$ cat src/rtl/vedic_mul_pipe.sv
// Purpose : signed/unsigned WIDTH x WIDTH -> 2*WIDTH multiplier built from 8x8 Urdhva-Tiryakbhyam tiles.
// Latency : 3 stages; the result appears after the third rising edge counted from the accepting edge; 1 result/cycle.
// Backpr. : a single enable (!out_valid || out_ready) freezes every stage; in_ready is that enable.
//
// Ports   : clk/rst_n (sync, active-low); in_valid/in_ready + operand_a/operand_b/op_mode/in_tag
//           on the input side; out_valid/out_ready + result/out_tag on the output side;
//           op_count (32-bit completed-result counter) only when VEDIC_MUL_CNT_EN is defined.
// op_mode : [0]=1 treats operand_a as signed, [1]=1 treats operand_b as signed.
module vedic_mul_pipe #(
    parameter int WIDTH = 16,
    parameter int TAG_W = 4
) (
    input  logic                 clk,
    input  logic                 rst_n,
    input  logic                 in_valid,
    output logic                 in_ready,
    input  logic [WIDTH-1:0]     operand_a,
    input  logic [WIDTH-1:0]     operand_b,
    input  logic [1:0]           op_mode,
    input  logic [TAG_W-1:0]     in_tag,
    output logic                 out_valid,
    input  logic                 out_ready,
    output logic [2*WIDTH-1:0]   result,
    output logic [TAG_W-1:0]     out_tag
`ifdef VEDIC_MUL_CNT_EN
    ,
    output logic [31:0]          op_count
`endif
);
    localparam int NT = WIDTH / 8;
    localparam int PW = 2 * WIDTH;

    generate
        if (WIDTH != 8 && WIDTH != 16 && WIDTH != 32 && WIDTH != 64) begin : g_bad_width
            $error("vedic_mul_pipe: WIDTH must be 8, 16, 32 or 64");
        end
        if (TAG_W < 1) begin : g_bad_tag
            $error("vedic_mul_pipe: TAG_W must be at least 1");
        end
    endgenerate

    // 8x8 vertical-and-crosswise tile: column k sums every bit pair whose indices add to k.
    function automatic logic [15:0] vedic8(input logic [7:0] x, input logic [7:0] y);
        logic [15:0] acc;
        logic [3:0]  col;
        acc = '0;
        for (int k = 0; k < 15; k++) begin
            col = '0;
            for (int i = 0; i < 8; i++) begin
                if (k >= i && (k - i) <= 7) begin
                    col = col + {3'b000, x[i] & y[3'(k - i)]};
                end
            end
            acc = acc + ({12'd0, col} << k);
        end
        return acc;
    endfunction

    // Kogge-Stone parallel-prefix adder, modulo 2^PW.
    function automatic logic [PW-1:0] ks_add(input logic [PW-1:0] x, input logic [PW-1:0] y);
        logic [PW-1:0] g;
        logic [PW-1:0] p;
        logic [PW-1:0] p0;
        logic [PW-1:0] gn;
        logic [PW-1:0] pn;
        g  = x & y;
        p  = x ^ y;
        p0 = p;
        for (int d = 1; d < PW; d = d * 2) begin
            gn = g | (p & (g << d));
            pn = p & (p << d);
            g  = gn;
            p  = pn;
        end
        return p0 ^ (g << 1);
    endfunction

    logic                 w_en;
    logic                 w_a_neg;
    logic                 w_b_neg;
    logic [WIDTH-1:0]     w_a_mag;
    logic [WIDTH-1:0]     w_b_mag;
    logic                 w_sign;
    logic [PW-1:0]        w_pp;
    logic [PW-1:0]        w_t;
    logic [PW-1:0]        w_s;
    logic [PW-1:0]        w_c;
    logic [PW-1:0]        w_mag;
    logic [PW-1:0]        w_res;

    logic                 r_v1;
    logic [WIDTH-1:0]     r_a;
    logic [WIDTH-1:0]     r_b;
    logic                 r_sign1;
    logic [TAG_W-1:0]     r_tag1;
    logic                 r_v2;
    logic [PW-1:0]        r_s;
    logic [PW-1:0]        r_c;
    logic                 r_sign2;
    logic [TAG_W-1:0]     r_tag2;
    logic                 r_v3;
    logic [PW-1:0]        r_res;
    logic [TAG_W-1:0]     r_tag3;

    assign w_en = !r_v3 || out_ready;

    // The most negative value negates to itself, which is exactly its unsigned magnitude.
    assign w_a_neg = op_mode[0] & operand_a[WIDTH-1];
    assign w_b_neg = op_mode[1] & operand_b[WIDTH-1];
    assign w_a_mag = w_a_neg ? (~operand_a + 1'b1) : operand_a;
    assign w_b_mag = w_b_neg ? (~operand_b + 1'b1) : operand_b;
    // A zero operand forces a positive sign so a negative zero can never be produced.
    assign w_sign  = (w_a_neg ^ w_b_neg) & (operand_a != '0) & (operand_b != '0);

    // Tile products folded through a 3:2 compressor chain. Carries shifted past bit PW-1
    // are dropped safely: the true magnitude fits in PW bits, so sum+carry stays exact mod 2^PW.
    always_comb begin
        w_s  = '0;
        w_c  = '0;
        w_pp = '0;
        w_t  = '0;
        for (int i = 0; i < NT; i++) begin
            for (int j = 0; j < NT; j++) begin
                w_pp = PW'(vedic8(r_a[8*i +: 8], r_b[8*j +: 8])) << (8 * (i + j));
                w_t  = w_s ^ w_c ^ w_pp;
                w_c  = ((w_s & w_c) | (w_s & w_pp) | (w_c & w_pp)) << 1;
                w_s  = w_t;
            end
        end
    end

    assign w_mag = ks_add(r_s, r_c);
    assign w_res = r_sign2 ? (~w_mag + 1'b1) : w_mag;

    always_ff @(posedge clk) begin
        if (!rst_n) begin
            r_v1    <= 1'b0;
            r_a     <= '0;
            r_b     <= '0;
            r_sign1 <= 1'b0;
            r_tag1  <= '0;
            r_v2    <= 1'b0;
            r_s     <= '0;
            r_c     <= '0;
            r_sign2 <= 1'b0;
            r_tag2  <= '0;
            r_v3    <= 1'b0;
            r_res   <= '0;
            r_tag3  <= '0;
        end else if (w_en) begin
            r_v1    <= in_valid;
            r_a     <= w_a_mag;
            r_b     <= w_b_mag;
            r_sign1 <= w_sign;
            r_tag1  <= in_tag;
            r_v2    <= r_v1;
            r_s     <= w_s;
            r_c     <= w_c;
            r_sign2 <= r_sign1;
            r_tag2  <= r_tag1;
            r_v3    <= r_v2;
            r_res   <= w_res;
            r_tag3  <= r_tag2;
        end
    end

    assign in_ready  = w_en;
    assign out_valid = r_v3;
    assign result    = r_res;
    assign out_tag   = r_tag3;

`ifdef VEDIC_MUL_CNT_EN
    logic [31:0] r_cnt;
    always_ff @(posedge clk) begin
        if (!rst_n) begin
            r_cnt <= '0;
        end else if (r_v3 && out_ready) begin
            r_cnt <= r_cnt + 32'd1;
        end
    end
    assign op_count = r_cnt;
`endif

endmodule

$ cat config.mk
export PLATFORM = sky130hd
export DESIGN_NAME = vedic_mul_pipe
export DESIGN_NICKNAME = d
export VERILOG_FILES = /design/src/rtl/vedic_mul_pipe.sv
export SDC_FILE = /design/constraint.sdc
export NUM_CORES = 1
export LEC_CHECK = 0
export BUFFER_PORTS_ARGS = -buffer_cell sky130_fd_sc_hd__buf_2
export CAP_MARGIN = 20
export CORE_MARGIN = 8
export CORE_UTILIZATION = 25
export DETAILED_ROUTE_END_ITERATION = 6
export GPL_ROUTABILITY_DRIVEN = 0
export PLACE_DENSITY = 0.38
export SYNTH_ARGS = -nofsm -noshare
export SYNTH_HDL_FRONTEND = slang
export SYNTH_SLANG_ARGS = --single-unit
$ cat constraint.sdc
create_clock -name clk -period 5.32 [get_ports clk]
set_input_delay 1.064 -clock clk [delete_from_list [all_inputs] [get_ports clk]]
set_output_delay 1.064 -clock clk [all_outputs]
set_load 0.01 [all_outputs]
==> impl_metrics.sql <==
INSERT INTO impl_metrics (metric_group, metric, value, unit) VALUES
('sta', 'post-route-min-period', '5089', 'ps'),
('place', 'portBuffers', '79', ''),
('logic_synthesis', 'synth_largest_area_cell', 'dfxtp_1', ''),
('finish', 'area_used_by_multi_input_combinational_logic', '7943', 'um2'),
('floorplanning', 'die_w', '225.4', 'um'),
('pwr', 'clock_power_share', '39.6', '%'),
('run', 'cap_viol_max_count', '0', ''),
('finish', 'p_r_area_growth_vs_syn', '17.74', '%'),
('clocking', 'holdBufCountCts', '0', ''),
('sta', 'slew_headroom', '43.39', '%'),
('logic_synthesis', 'mappedNetlistArea', '10960', 'um2'),
('status', 'result_of_the_run', 'completed', ''),
('floorplanning', 'floorplan.rows', '76', ''),
('clocking', 'clkTransAtPathRegs', '50', 'ps'),
('place', 'placed_cell_area', '12210', 'um2'),
('finish', 'finalCoreUtilization', '29.89', '%'),
('floorplanning', 'io_pins', '80', ''),
('logic_synthesis', 'asyncSetResetFlopFracSynth', '0', '%'),
('setup_path', 'crit_type', 'flop to flop', ''),
('logic_synthesis', 'synth_enable_flop_cells', '0', ''),
('global_route', 'global_route.usage.total', '12.30', '%'),
('setup_path', 'critical-path-max-stage-delay', '550', 'ps'),
('hold_path', 'hold_path_class', 'flop to flop', ''),
('drt', 'avg_wl_per_cell', '15.16', 'um'),
('global_route', 'grt_pass1_wl', '50090', 'um'),
('pwr', 'cellLeakagePower', '6.484', 'nW'),
('global_route', 'grt_antenna_before_repair', '0', ''),
('pwr', 'power.total', '2.990', 'mW'),
('setup_path', 'setup.worst_path.end_class', 'flop', ''),
('setup_path', 'crit_path_top_delay_cell', 'fa_1', ''),
('clocking', 'tritoncts.num_buffers', '17', ''),
('pwr', 'switchingPower', '0.9511', 'mW'),
('finish', 'area_used_by_sequential_logic_in_the_layout', '2316', 'um2'),
('logic_synthesis', 'synth_top_area_share', '21.01', '%'),
('floorplanning', 'chipHeight', '225.4', 'um'),
('sta', 'skew', '8.364', 'ps'),
('logic_synthesis', 'synth.ff_latch_count', '115', ''),
('finish', 'finalInstanceArea', '12900', 'um2'),
('setup_path', 'worst_setup_path_start_kind', 'flop', ''),
('finish', 'post_route_cells_drive_above_1_share', '13.12', '%'),
('sta', 'worst-slew-pin-transition', '849.1', 'ps'),
('setup_path', 'rr_worst_depth', '22', ''),
('clocking', 'ctsLongestPathBuffers', '2', ''),
('pwr', 'internal_power', '2.038', 'mW'),
('clocking', 'clkLatencyLatePin', '430', 'ps'),
('logic_synthesis', 'yosys.cell_count.top_type', 'nand2_1', ''),
('logic_synthesis', 'synthesis.area_per_instance', '8.308', 'um2'),
('setup_path', 'cp_data_arrival_time', '5430', 'ps'),
('floorplanning', 'effective_utilization_at_floorplan', '25.38', '%'),
('logic_synthesis', 'synth.cells.most_frequent', '179 x nand2_1, 165 x ha_1, 146 x inv_1, 115 x dfxtp_1', ''),
('drt', 'antenna_violating_nets_post_route', '0', ''),
('global_route', 'grt_max_degree', '110', ''),
('drt', 'detail_route.drc_violations', '0', ''),
('drt', 'routed-via-count', '8924', ''),
('sta', 'post-route-period-util', '95.65', '%'),
('finish', 'antenna_cells', '0', ''),
('sta', 'setup_viol', '0', ''),
('place', 'post_detailed_placement_half_perimeter_wirelength', '23640', 'um'),
('logic_synthesis', 'synthesis.yosys.warnings', '0', ''),
('logic_synthesis', 'synthesis.nets', '1593', ''),
('sta', 'fmax', '196.5', 'MHz'),
('clocking', 'clock_sinks', '115', ''),
('logic_synthesis', 'synthTopCellsByArea', 'dfxtp_1 21%, ha_1 19%, fa_1 12%', ''),
('setup_path', 'critPathMaxFanout', '5', ''),
('pwr', 'sw_frac_of_total', '31.82', '%'),
('pwr', 'pwr-share-comb', '26.6', '%'),
('finish', 'nFillCells', '4719', ''),
('sta', 'count_of_pins_over_their_slew_limit', '0', ''),
('global_route', 'grt-ovfl-total', '0', ''),
('finish', 'nets', '1673', ''),
('drt', 'route.detailed.vias_per_inst', '4.473', '');
==> worst max-delay path, delay by kind of cell (launching register included) <==
kind	cells	cell delay, ps
AOI/OAI and AO/OA	6	1040
buffers and inverters	3	140
and+or+nand+nor	4	370
adders and majority gates	9	3070
DFF	1	370
==> metal layers <==
metal / GRT usage, % / vias up / part of all wire, %
li1: - / 4580 / -
met3: 2.225 / 20 / 2.3
met5: 0 / - / 0
met1: 17.39 / 4223 / 51
met2: 19.08 / 101 / 45
met4: 3.061 / 0 / 1.2
==> power groups by stage <==
stage / Combinational, mW / Clock, mW / Sequential [mW]
finish: 0.794 / 1.18 / 1.01
global route: 0.917 / 1.26 / 1.02
CTS: 0.804 / 1.22 / 1.01
detailed placement: 0.791 / 0 / 1.03
global placement: 0.797 / 0 / 1.03
floorplan: 0.527 / 0 / 1.02
==> metrics by stage <==
step	TNS (ps)	cells	worst slack, ps	hold slack, ps
after global placement	0	1964	62.71	436.9
after global routing	-26.41	1995	-14.27	468.3
final	0	1995	231.5	449.9
after CTS	0	1994	11.30	451.5
after detailed placement	0	1964	29.71	445.4
after floorplan	0	1319	38.81	432.1
==> cell usage in the layout (no fill, tap or decap), types with 6 or more instances in the layout <==
cell type and instances:
nor3_1 10, o31ai_1 11, ha_1 162, buf_4 40, a21oi_1 88, nor2_1 71, o21ai_1 10, inv_1 143
clkbuf_1 6, fa_1 66, dfxtp_2 8, and2_1 94, xor2_1 45, nand2b_1 7, a21o_1 17, xnor2_1 27
clkbuf_16 17, o21ai_0 36, nor2b_1 6, buf_2 79, a211oi_1 35, dfxtp_1 106, a211o_1 6, nand2_1 179
or3_1 13, nand4_1 9, a21oi_2 6, nand3_1 9, and3_1 7
==> cell families after synthesis <==
family	count (synthesis)	share of synthesized area, %
AO/OA/AOI/OAI	251	14.56
adder cells (fa/ha/maj)	232	31.08
AND/OR/NAND/NOR	434	19.75
flip-flops	115	21.01
buffers and inverters	210	7.216
multiplexers	2	0.1941
XOR/XNOR	75	6.189
==> flip-flops by register name (all words and copies together), names as in the netlist <==
name	cells
r_v1	1
r_s	29
r_tag2	4
r_v2	1
r_sign1	1
out_tag	4
r_sign2	1
r_a	16
out_valid	1
result	32
r_tag1	4
r_b	8
r_c	13
==> path summary, 6_finish.rpt <==
check / start / end / slack, ps
worst min-delay path: r_tag2[1] / r_tag2[1] / 450
worst max-delay path: r_b[3] / r_s[12] / 230
worst max register to register: r_b[3] / r_s[12] / 230
worst min register to register: r_tag2[1] / r_tag2[1] / 450
==> final cells by class <==
class                      count  area share (%)
clock buffer                  26           3.792
clock inverter                 4          0.7564
inverter                     147           4.306
multi-input combinational    994           61.56
sequential                   115           17.95
tap                          585           5.673
timing repair buffer         124           5.964
==> repair_timing <==
item                                   4_1_cts  5_1_grt
setup endpoints to repair                    0       15
endpoints found under the hold margin        0        0
gates resized for setup                      0       30
setup buffers                                0        1
Note: power is estimated with default switching activity, not from simulation.
